===== src/rtl/acc_bn_act_pipe.sv =====
// acc_bn_act_pipe: channel-interleaved psum accumulator with per-channel batch-norm,
// requantising shift, ReLU and output saturation behind valid/ready handshakes.
module acc_bn_act_pipe #(
  parameter int IN_WIDTH       = 32,
  parameter int ACC_WIDTH      = 40,
  parameter int OUT_WIDTH      = 16,
  parameter int NUM_CH         = 8,
  parameter int BN_SCALE_WIDTH = 16,
  parameter int BN_SHIFT_WIDTH = 16,
  parameter int LEN_WIDTH      = 8
) (
  input  logic                                     clk_i,
  input  logic                                     rst_ni,
  input  logic [2:0]                               cfg_mode_i,
  input  logic [LEN_WIDTH-1:0]                     cfg_len_i,
  input  logic [5:0]                               cfg_rshift_i,
  input  logic                                     start_i,
  input  logic                                     bn_param_in_en_i,
  input  logic [BN_SCALE_WIDTH+BN_SHIFT_WIDTH-1:0] bn_param_in_i,
  output logic                                     bn_param_out_en_o,
  output logic [BN_SCALE_WIDTH+BN_SHIFT_WIDTH-1:0] bn_param_out_o,
  input  logic                                     in_valid_i,
  output logic                                     in_ready_o,
  input  logic signed [IN_WIDTH-1:0]               in_psum_i,
  output logic                                     out_valid_o,
  input  logic                                     out_ready_i,
  output logic signed [OUT_WIDTH-1:0]              out_data_o,
  output logic [$clog2(NUM_CH)-1:0]                out_ch_o,
  output logic                                     out_last_o,
  output logic                                     busy_o,
  output logic                                     done_o
);
  localparam int CW = $clog2(NUM_CH);
  localparam int BW = BN_SCALE_WIDTH + BN_SHIFT_WIDTH;
  localparam int PW = ACC_WIDTH + BN_SCALE_WIDTH + 1;
  localparam logic [1:0] IDLE = 2'd0, RUN = 2'd1, DRAIN = 2'd2;
  localparam logic [CW-1:0] LAST_CH = CW'(NUM_CH - 1);

  logic [1:0] state_q, state_d;
  logic [2:0] mode_q;
  logic [LEN_WIDTH-1:0] len_q, pass_q;
  logic [5:0] rshift_q;
  logic [CW-1:0] ch_q, wptr_q, wptr_d, wsel, ch1_q, ch2_q, ch3_q, out_ch_q;
  logic signed [BN_SCALE_WIDTH-1:0] scale_q [NUM_CH];
  logic signed [BN_SHIFT_WIDTH-1:0] shift_q [NUM_CH];
  logic signed [ACC_WIDTH-1:0] acc_q [NUM_CH];
  logic signed [ACC_WIDTH-1:0] psum_x, acc_sel, sum_d, sum1_q;
  logic signed [ACC_WIDTH:0] sum_w;
  logic signed [PW-1:0] pre_d, pre2_q, shr, act_d, act3_q;
  logic signed [OUT_WIDTH-1:0] sat_d, out_data_q;
  logic [BW-1:0] bpo_q;
  logic bpo_en_q, done_q, out_valid_q, v1_q, v2_q, v3_q;
  logic idle, start, stall, accept, emit, ch_wrap, last_beat, pipe_empty;

  assign idle       = state_q == IDLE;
  assign start      = idle & start_i;
  assign stall      = out_valid_q & ~out_ready_i;
  assign in_ready_o = (state_q == RUN) & ~stall;
  assign accept     = in_valid_i & in_ready_o;
  assign emit       = accept & ((pass_q == len_q) | ~mode_q[2]);
  assign ch_wrap    = ch_q == LAST_CH;
  assign last_beat  = accept & ch_wrap & (pass_q == len_q);
  assign pipe_empty = ~(v1_q | v2_q | v3_q | out_valid_q);
  assign wptr_d     = (wptr_q == LAST_CH) ? '0 : wptr_q + CW'(1);
  assign wsel       = start ? '0 : wptr_q;

  assign bn_param_out_en_o = bpo_en_q;
  assign bn_param_out_o    = bpo_q;
  assign out_valid_o       = out_valid_q;
  assign out_data_o        = out_data_q;
  assign out_ch_o          = out_ch_q;
  assign out_last_o        = out_ch_q == LAST_CH;
  assign busy_o            = ~idle;
  assign done_o            = done_q;

  always_comb begin
    state_d = start ? RUN :
              (state_q == RUN && last_beat) ? DRAIN :
              (state_q == DRAIN && pipe_empty) ? IDLE : state_q;
    psum_x  = ACC_WIDTH'(in_psum_i);
    acc_sel = (pass_q == '0 || !mode_q[2]) ? '0 : acc_q[ch_q];
    sum_w   = (ACC_WIDTH+1)'(acc_sel) + (ACC_WIDTH+1)'(psum_x);
    sum_d   = (sum_w[ACC_WIDTH] != sum_w[ACC_WIDTH-1]) ?
              {sum_w[ACC_WIDTH], {(ACC_WIDTH-1){~sum_w[ACC_WIDTH]}}} : sum_w[ACC_WIDTH-1:0];
    pre_d   = mode_q[0] ? PW'(sum1_q) * PW'(scale_q[ch1_q]) + PW'(shift_q[ch1_q]) : PW'(sum1_q);
    shr     = pre2_q >>> rshift_q;
    act_d   = (mode_q[1] && shr[PW-1]) ? '0 : shr;
    // clamp to the output range when the upper bits are not a pure sign extension
    sat_d   = (act3_q == PW'($signed(act3_q[OUT_WIDTH-1:0]))) ? act3_q[OUT_WIDTH-1:0] :
              {act3_q[PW-1], {(OUT_WIDTH-1){~act3_q[PW-1]}}};
  end

  always_ff @(posedge clk_i or negedge rst_ni)
    if (!rst_ni) begin
      state_q  <= IDLE;
      mode_q   <= '0;
      len_q    <= '0;
      rshift_q <= '0;
      ch_q     <= '0;
      pass_q   <= '0;
      wptr_q   <= '0;
      done_q   <= 1'b0;
      bpo_en_q <= 1'b0;
      bpo_q    <= '0;
    end else begin
      state_q  <= state_d;
      done_q   <= (state_q == DRAIN) & pipe_empty;
      bpo_en_q <= bn_param_in_en_i;
      bpo_q    <= bn_param_in_i;
      if (start) begin
        mode_q   <= cfg_mode_i;
        len_q    <= cfg_len_i;
        rshift_q <= cfg_rshift_i;
        ch_q     <= '0;
        pass_q   <= '0;
        wptr_q   <= bn_param_in_en_i ? CW'(1) : '0;
      end else if (idle && bn_param_in_en_i) wptr_q <= wptr_d;
      if (accept) begin
        ch_q <= ch_wrap ? '0 : ch_q + CW'(1);
        if (ch_wrap) pass_q <= pass_q + LEN_WIDTH'(1);
      end
    end

  always_ff @(posedge clk_i or negedge rst_ni)
    if (!rst_ni) begin
      for (int i = 0; i < NUM_CH; i++) begin
        scale_q[i] <= '0;
        shift_q[i] <= '0;
        acc_q[i]   <= '0;
      end
    end else begin
      if (idle && bn_param_in_en_i) {scale_q[wsel], shift_q[wsel]} <= bn_param_in_i;
      if (accept) acc_q[ch_q] <= sum_d;
    end

  always_ff @(posedge clk_i or negedge rst_ni)
    if (!rst_ni) begin
      v1_q        <= 1'b0;
      sum1_q      <= '0;
      ch1_q       <= '0;
      v2_q        <= 1'b0;
      pre2_q      <= '0;
      ch2_q       <= '0;
      v3_q        <= 1'b0;
      act3_q      <= '0;
      ch3_q       <= '0;
      out_valid_q <= 1'b0;
      out_data_q  <= '0;
      out_ch_q    <= '0;
    end else if (!stall) begin
      v1_q        <= emit;
      sum1_q      <= sum_d;
      ch1_q       <= ch_q;
      v2_q        <= v1_q;
      pre2_q      <= pre_d;
      ch2_q       <= ch1_q;
      v3_q        <= v2_q;
      act3_q      <= act_d;
      ch3_q       <= ch2_q;
      out_valid_q <= v3_q;
      out_data_q  <= sat_d;
      out_ch_q    <= ch3_q;
    end
endmodule


===== config.mk =====
export PLATFORM = sky130hd
export DESIGN_NAME = acc_bn_act_pipe
export DESIGN_NICKNAME = d
export VERILOG_FILES = /design/src/rtl/acc_bn_act_pipe.sv
export SDC_FILE = /design/constraint.sdc
export NUM_CORES = 2
export LEC_CHECK = 0
export CAP_MARGIN = 20
export CORE_MARGIN = 4
export CORE_UTILIZATION = 25
export CTS_CLUSTER_SIZE = 40
export DETAILED_ROUTE_END_ITERATION = 7
export PLACE_DENSITY = 0.45
export SYNTH_ARGS = -nofsm -noshare
export SYNTH_HDL_FRONTEND = slang
export SYNTH_SLANG_ARGS = --single-unit

===== constraint.sdc =====
create_clock -name clk_i -period 15.2 [get_ports clk_i]
set_input_delay 3.04 -clock clk_i [delete_from_list [all_inputs] [get_ports clk_i]]
set_output_delay 3.04 -clock clk_i [all_outputs]
set_load 0.05 [all_outputs]

Word level (Yosys, flattened, before mapping)
Index checks and enable logic that the tools add are counted.
{"block": "totals", "ff_bits": 829, "input_bits": 87, "output_inout_bits": 57, "word_cells": 136}
{"block": "op_classes", "n_addsub": 5, "mul": 1, "magnitude_cmp": 5, "n_eq_ne": 8, "shifts": 1, "mux": 35, "bitwise_logic": 22, "reduce_logical": 13}
{"op": "320-bit bitwise mux", "n": 1}
{"op": "128-bit bitwise mux", "n": 2}
{"op": "40-bit 2-to-1 mux", "n": 5}
{"op": "40-bit binary-select mux with 3-bit select", "n": 1}
{"op": "40-bit demux with 3-bit select", "n": 1}
{"op": "57-bit 2-to-1 mux", "n": 2}
{"op": "16-bit binary-select mux with 3-bit select", "n": 2}
{"op": "16-bit 2-to-1 mux", "n": 6}
{"op": "56-bit by 16-bit adder with 57-bit output", "n": 1}
{"op": "57-bit by 6-bit >>> shifter with 57-bit output", "n": 1}
{"op": "40-bit by 16-bit multiplier with 56-bit output", "n": 1}
{"op": "16-bit demux with 3-bit select", "n": 1}
{"op": "40-bit by 32-bit adder with 41-bit output", "n": 1}
{"op": "41-bit by 1-bit equality test with 1-bit output", "n": 1}
{"op": "8-bit 2-to-1 mux", "n": 3}
{"op": "3-bit 2-to-1 mux", "n": 7}
{"op": "4-bit >= comparator, second input constant", "n": 3}
{"op": "3-bit NOT with 4-bit output", "n": 3}
{"op": "3-bit equality test, second input constant", "n": 3}
{"op": "8-bit by 1-bit adder with 8-bit output, second input constant", "n": 1}
{"op": "1-bit AND", "n": 8}
{"op": "8-bit equality test", "n": 1}
{"op": "8-bit logical NOT", "n": 1}
{"op": "4-bit by 1-bit less-than comparator with 1-bit output, second input constant", "n": 2}
{"op": "other kinds (14)", "n": 32}

Depth between registers and ports, before layout
{"block": "logic_depth", "word_depth": 10, "ltp_mapped": 29, "depth_no_buf": 26}

Worst setup path before layout
OpenSTA, ideal clock, no wires.
{"block": "synth_path", "path_kind": "register to register", "startpoint": "reg ch1_q[0]", "endpoint": "reg pre2_q[54]", "setup_ns": 0.131, "t_arrival_ns": 8.021, "t_required_ns": 15.069, "path_slack_ns": 7.048, "path_stages_with_launch": 26, "n_path_buf": 4, "synth_period_minus_slack_ns": 8.152, "cell_sequence": "dfrtp_1 buf_2 clkbuf_1 buf_1 mux4_2 mux2i_1 inv_1 ha_1 fa_1 inv_1 fa_1 inv_1 fa_1 inv_1 fa_1 inv_1 ha_1 clkbuf_1 and2_1 nand3_1 or3_1 o2111ai_1 o211ai_1 nor4_1 nor3_1 or3b_1"}
{"block": "synth_via", "elab_chain_cells": 7, "elab_cells_between_ends": 10, "cone_classes": "1 x add/sub; 1 x mul; 7 x mux; 1 x bitwise"}
{"element": "start, declared", "line_no": "43", "rtl": "logic [CW-1:0] ch_q, wptr_q, wptr_d, wsel, ch1_q, ch2_q, ch3_q, out_ch_q;"}
{"element": "start signal, assigned", "line_no": "153", "rtl": "ch1_q <= ch_q;"}
{"element": "3-bit NOT with 4-bit output (implied by the code) *", "line_no": "85", "rtl": "pre_d = mode_q[0] ? PW'(sum1_q) * PW'(scale_q[ch1_q]) + PW'(shift_q[ch1_q]) : PW'(sum1_q);"}
{"element": "16-bit binary-select mux with 3-bit select", "line_no": "85"}
{"element": "16-bit 2-to-1 mux (implied by the code) (2 in a row)", "line_no": "85"}
{"element": "40-bit by 16-bit multiplier with 56-bit output", "line_no": "85"}
{"element": "56-bit by 16-bit adder with 57-bit output *", "line_no": "85"}
{"element": "57-bit 2-to-1 mux *", "line_no": "85"}
{"element": "end signal, assigned", "line_no": "155", "rtl": "pre2_q <= pre_d;"}
{"element": "end, declared", "line_no": "49", "rtl": "logic signed [PW-1:0] pre_d, pre2_q, shr, act_d, act3_q;"}
Mark *: on every way between the ends. The rest lies on a longest branch, timed or not. The select of a mux whose other input is x is not followed.
A chain may end at the register's enable or synchronous reset.

Worst setup path after layout
{"block": "layout_path", "startpoint": "reg ch1_q[0]", "endpoint": "reg pre2_q[53]"}
The elaborated chain is that of the path after synthesis.

==> results.md <==
* Commonest non-fill, non-tap cell in the layout: nand2_1
* DRC Markers at 0
* First-pass DRT Iterations at 7
* Post-CTS Resized at 0
* Multi-input logic area at 0.03856 sq mm
* CORE AREA at 0.2537 sq mm
* Highest clock rate at 104.3 MHz
* FF+latch area at 0.02076 sq mm
* Port Buf Inserts at 143
* Longest Clk Path Bufs at 3
* Max-slew violations at 0
* Worst slew margin at 21.64%
* Placed Cells at 9,486
* Clock transition at the registers of the reported paths at 0.06 ns
* Routed Antenna Nets at 0
* Initial drt markers at 2,826
* Max_cap viols at 0
* P per Cell Area at 72.75 mW/mm^2
* FP Rows at 185
* CTS tree: yes
* Hold WC Path Type: register to register
* Total gr overflow at 0
* TritonCTS Sinks at 829
* Synth top area cells: dfrtp_1 33%, fa_1 20%, mux2_2 7.7%, nand2_1 5.7%, inv_1 4.5%
* Setup crit start kind: register
* TNS Setup at 0 ns
* HPWL Detailed at 131.4 mm
* WP data arrival at 10.22 ns
* Slowest-stage cell, CP: mux2_2
* Worst Tran Pin Value at 1.175 ns
* Clock Tree Root: clkbuf_16
* Yosys reg bits at 829
* Layout area overhead at 12.96%
* Final Non-Filler Cells at 9,664
* Netlist Area Pre-Place at 0.06367 sq mm
* CTS Buf Count at 98
* Largest net degree at the start of global routing at 175
* Crit path largest cell delay at 0.87 ns
* WL/cell at 19.88 um
* Commonest non-fill, non-tap cells in the layout: 952 x nand2_1, 820 x dfrtp_1, 765 x inv_1
* Fin. Hold Viols at 0
* Syn Nets at 7,214
* Via Count at 45,350
* Final Skew at 0.05746 ns
* Die area at 0.2628 sq mm
* Post-CTS Hold Buffers at 0
* Vias in the first global route at 48,790
* Number of synthesized flops with an enable pin at 0
* Final GP Congestion at 0.8440
* Tmin final at 9.589 ns
* RSZ-0062 raised after global routing: no
* CP endpoint kind: register
* Synthesized instance count at 6,302
* Share of post-route cells with drive strength above 1 at 14.32%
* Async SR Flop Fraction at 100.0%
* Starting Density at 25.10%
* Largest area contributor in the netlist: dfrtp_1
* Post-DR vias/cell at 4.692
* Die Y at 512.6 um
* Post-CTS setup buffer count at 0
* Leak at 0.03375 uW
* All-Layer GR Usage at 14.64%
* Skew-Pair Late Insertion Delay at 0.75 ns
* Final setup viols at 0
* Number of fill cells at 26,750
* Yosys synthesis warning count at 0
* Cell mode on critical path: fa_1
* Critical path class: register to register
* Critical Path Fanout Max at 43
* Final nets at 7,133
* H-tree depth at 3
* Die W at 512.6 um
* Ys flop type: dfrtp_1
* # IOs at 144
* Routed WL at 192.2 mm
* CP required at 15.83 ns
* Outcome: finished, final reports clean
* Syn_area_per_cell at 10.10 sq um
* VDD IR-drop max at 0.00007882 V
* Final worst-path cycle share at 63.09%
* First-pass GRT wire length at 302.2 mm
* Seq/Total Area, Yosys at 32.58%
* Synth top area share at 32.58%
* Initial antenna violation count at 7
* Cell variety after synth at 93
critical path: cells and delay by family, from the launching register on:
kind	cells	cell delay, ns
adders and majority gates	7	3.44
AOI/OAI and AO/OA	7	1.99
muxes	2	1.23
DFF	1	0.75
and+or+nand+nor	4	0.85
buffers and inverters	6	1.11
cell families (layout without fill, tap and decap cells):
family / count (synthesis) / count (layout) / synth area share (%)
AND/OR/NAND/NOR: 1666 / 1666 / 11.66
flip-flops: 829 / 829 / 32.58
AO/OA/AOI/OAI: 1080 / 1080 / 10.68
buffers and inverters: 1179 / 1174 / 7.075
adder cells (fa/ha/maj): 829 / 829 / 23.90
multiplexers: 623 / 623 / 12.77
XOR/XNOR: 96 / 96 / 1.321
other: 0 / 1 / 0
Yosys cell counts, drive strengths merged (22+ instances only):
cell type / count
clkbuf: 327
o21ai: 463
and2: 111
mux2i: 81
buf: 86
a21o: 48
nand3: 40
nand2b: 33
nor3: 45
xor2: 42
nor2: 231
mux4: 108
a211oi: 22
a21oi: 221
o221ai: 36
inv: 765
o31ai: 22
dfrtp: 829
xnor2: 54
nor2b: 125
o22ai: 108
nor4: 34
fa: 647
ha: 178
nand2: 962
mux2: 434
where the power goes:
part           internal (uW)  switching [uW]  leakage, uW
combinational            148             282       0.0209
sequential              2250            97.7       0.0112
clock                   1450             997      0.00164
flip-flops by register name, summed over array words and instances, names as in the netlist, 6 cells and up:
name            cells
acc_q             320
act3_q             57
bn_param_out_o     32
len_q               8
out_data_o         16
pass_q              8
pre2_q             57
rshift_q            6
scale_q           128
shift_q           128
sum1_q             40
area by class of cell:
cell class	instances	share of cell area, %
clock inverters	32	0.6211
flip-flops and latches	829	28.87
diodes	1	0.003479
clock buffers	144	4.057
inverters	766	3.998
well taps	3366	5.856
repair buffers	232	2.978
multi-input cells	4294	53.62
stage by stage:
| step | area, sq um | hold WS (ns) | worst slack, ns | utilization (%) | total power [uW] |
|---|---|---|---|---|---|
| finish | 71920 | 0.4701 | 5.611 | 28.35 | 5232 |
| global route | 71920 | 0.4916 | 5.031 | 28.35 | 5443 |
| CTS | 71900 | 0.4780 | 5.511 | 28.34 | 5317 |
| detailed placement | 68530 | 0.4597 | 5.562 | 27.01 | 2826 |
| global placement | 68530 | 0.4525 | 5.666 | 27.01 | 2823 |
| floorplan | 63670 | 0.4386 | 7.048 | - | 2590 |
final timing paths:
kind	start	to	slack [ns]	cells after the start
max	ch1_q[0]$_DFFE_PN0N_	pre2_q[53]$_DFFE_PN0N_	5.61	26
min in group asynchronous	rst_ni	acc_q[24]$_DFFE_PN0P_	2.33	1
min	out_data_o[15]$_DFFE_PN0N_	out_data_o[15]$_DFFE_PN0N_	0.47	2
max in group asynchronous	rst_ni	ch1_q[1]$_DFFE_PN0N_	9.86	4
min reg2reg	out_data_o[15]$_DFFE_PN0N_	out_data_o[15]$_DFFE_PN0N_	0.47	2
max reg2reg	ch1_q[0]$_DFFE_PN0N_	pre2_q[53]$_DFFE_PN0N_	5.61	26
layer usage:
metal	wire length [um]	track usage, %	part of all wire [%]
met3	7882	1.914	4.1
met5	23	0	0.012
met1	92010	20.84	48
met2	88630	23.76	46
met4	3613	3.108	1.9
No activity file was read; power rests on OpenSTA's default activity.
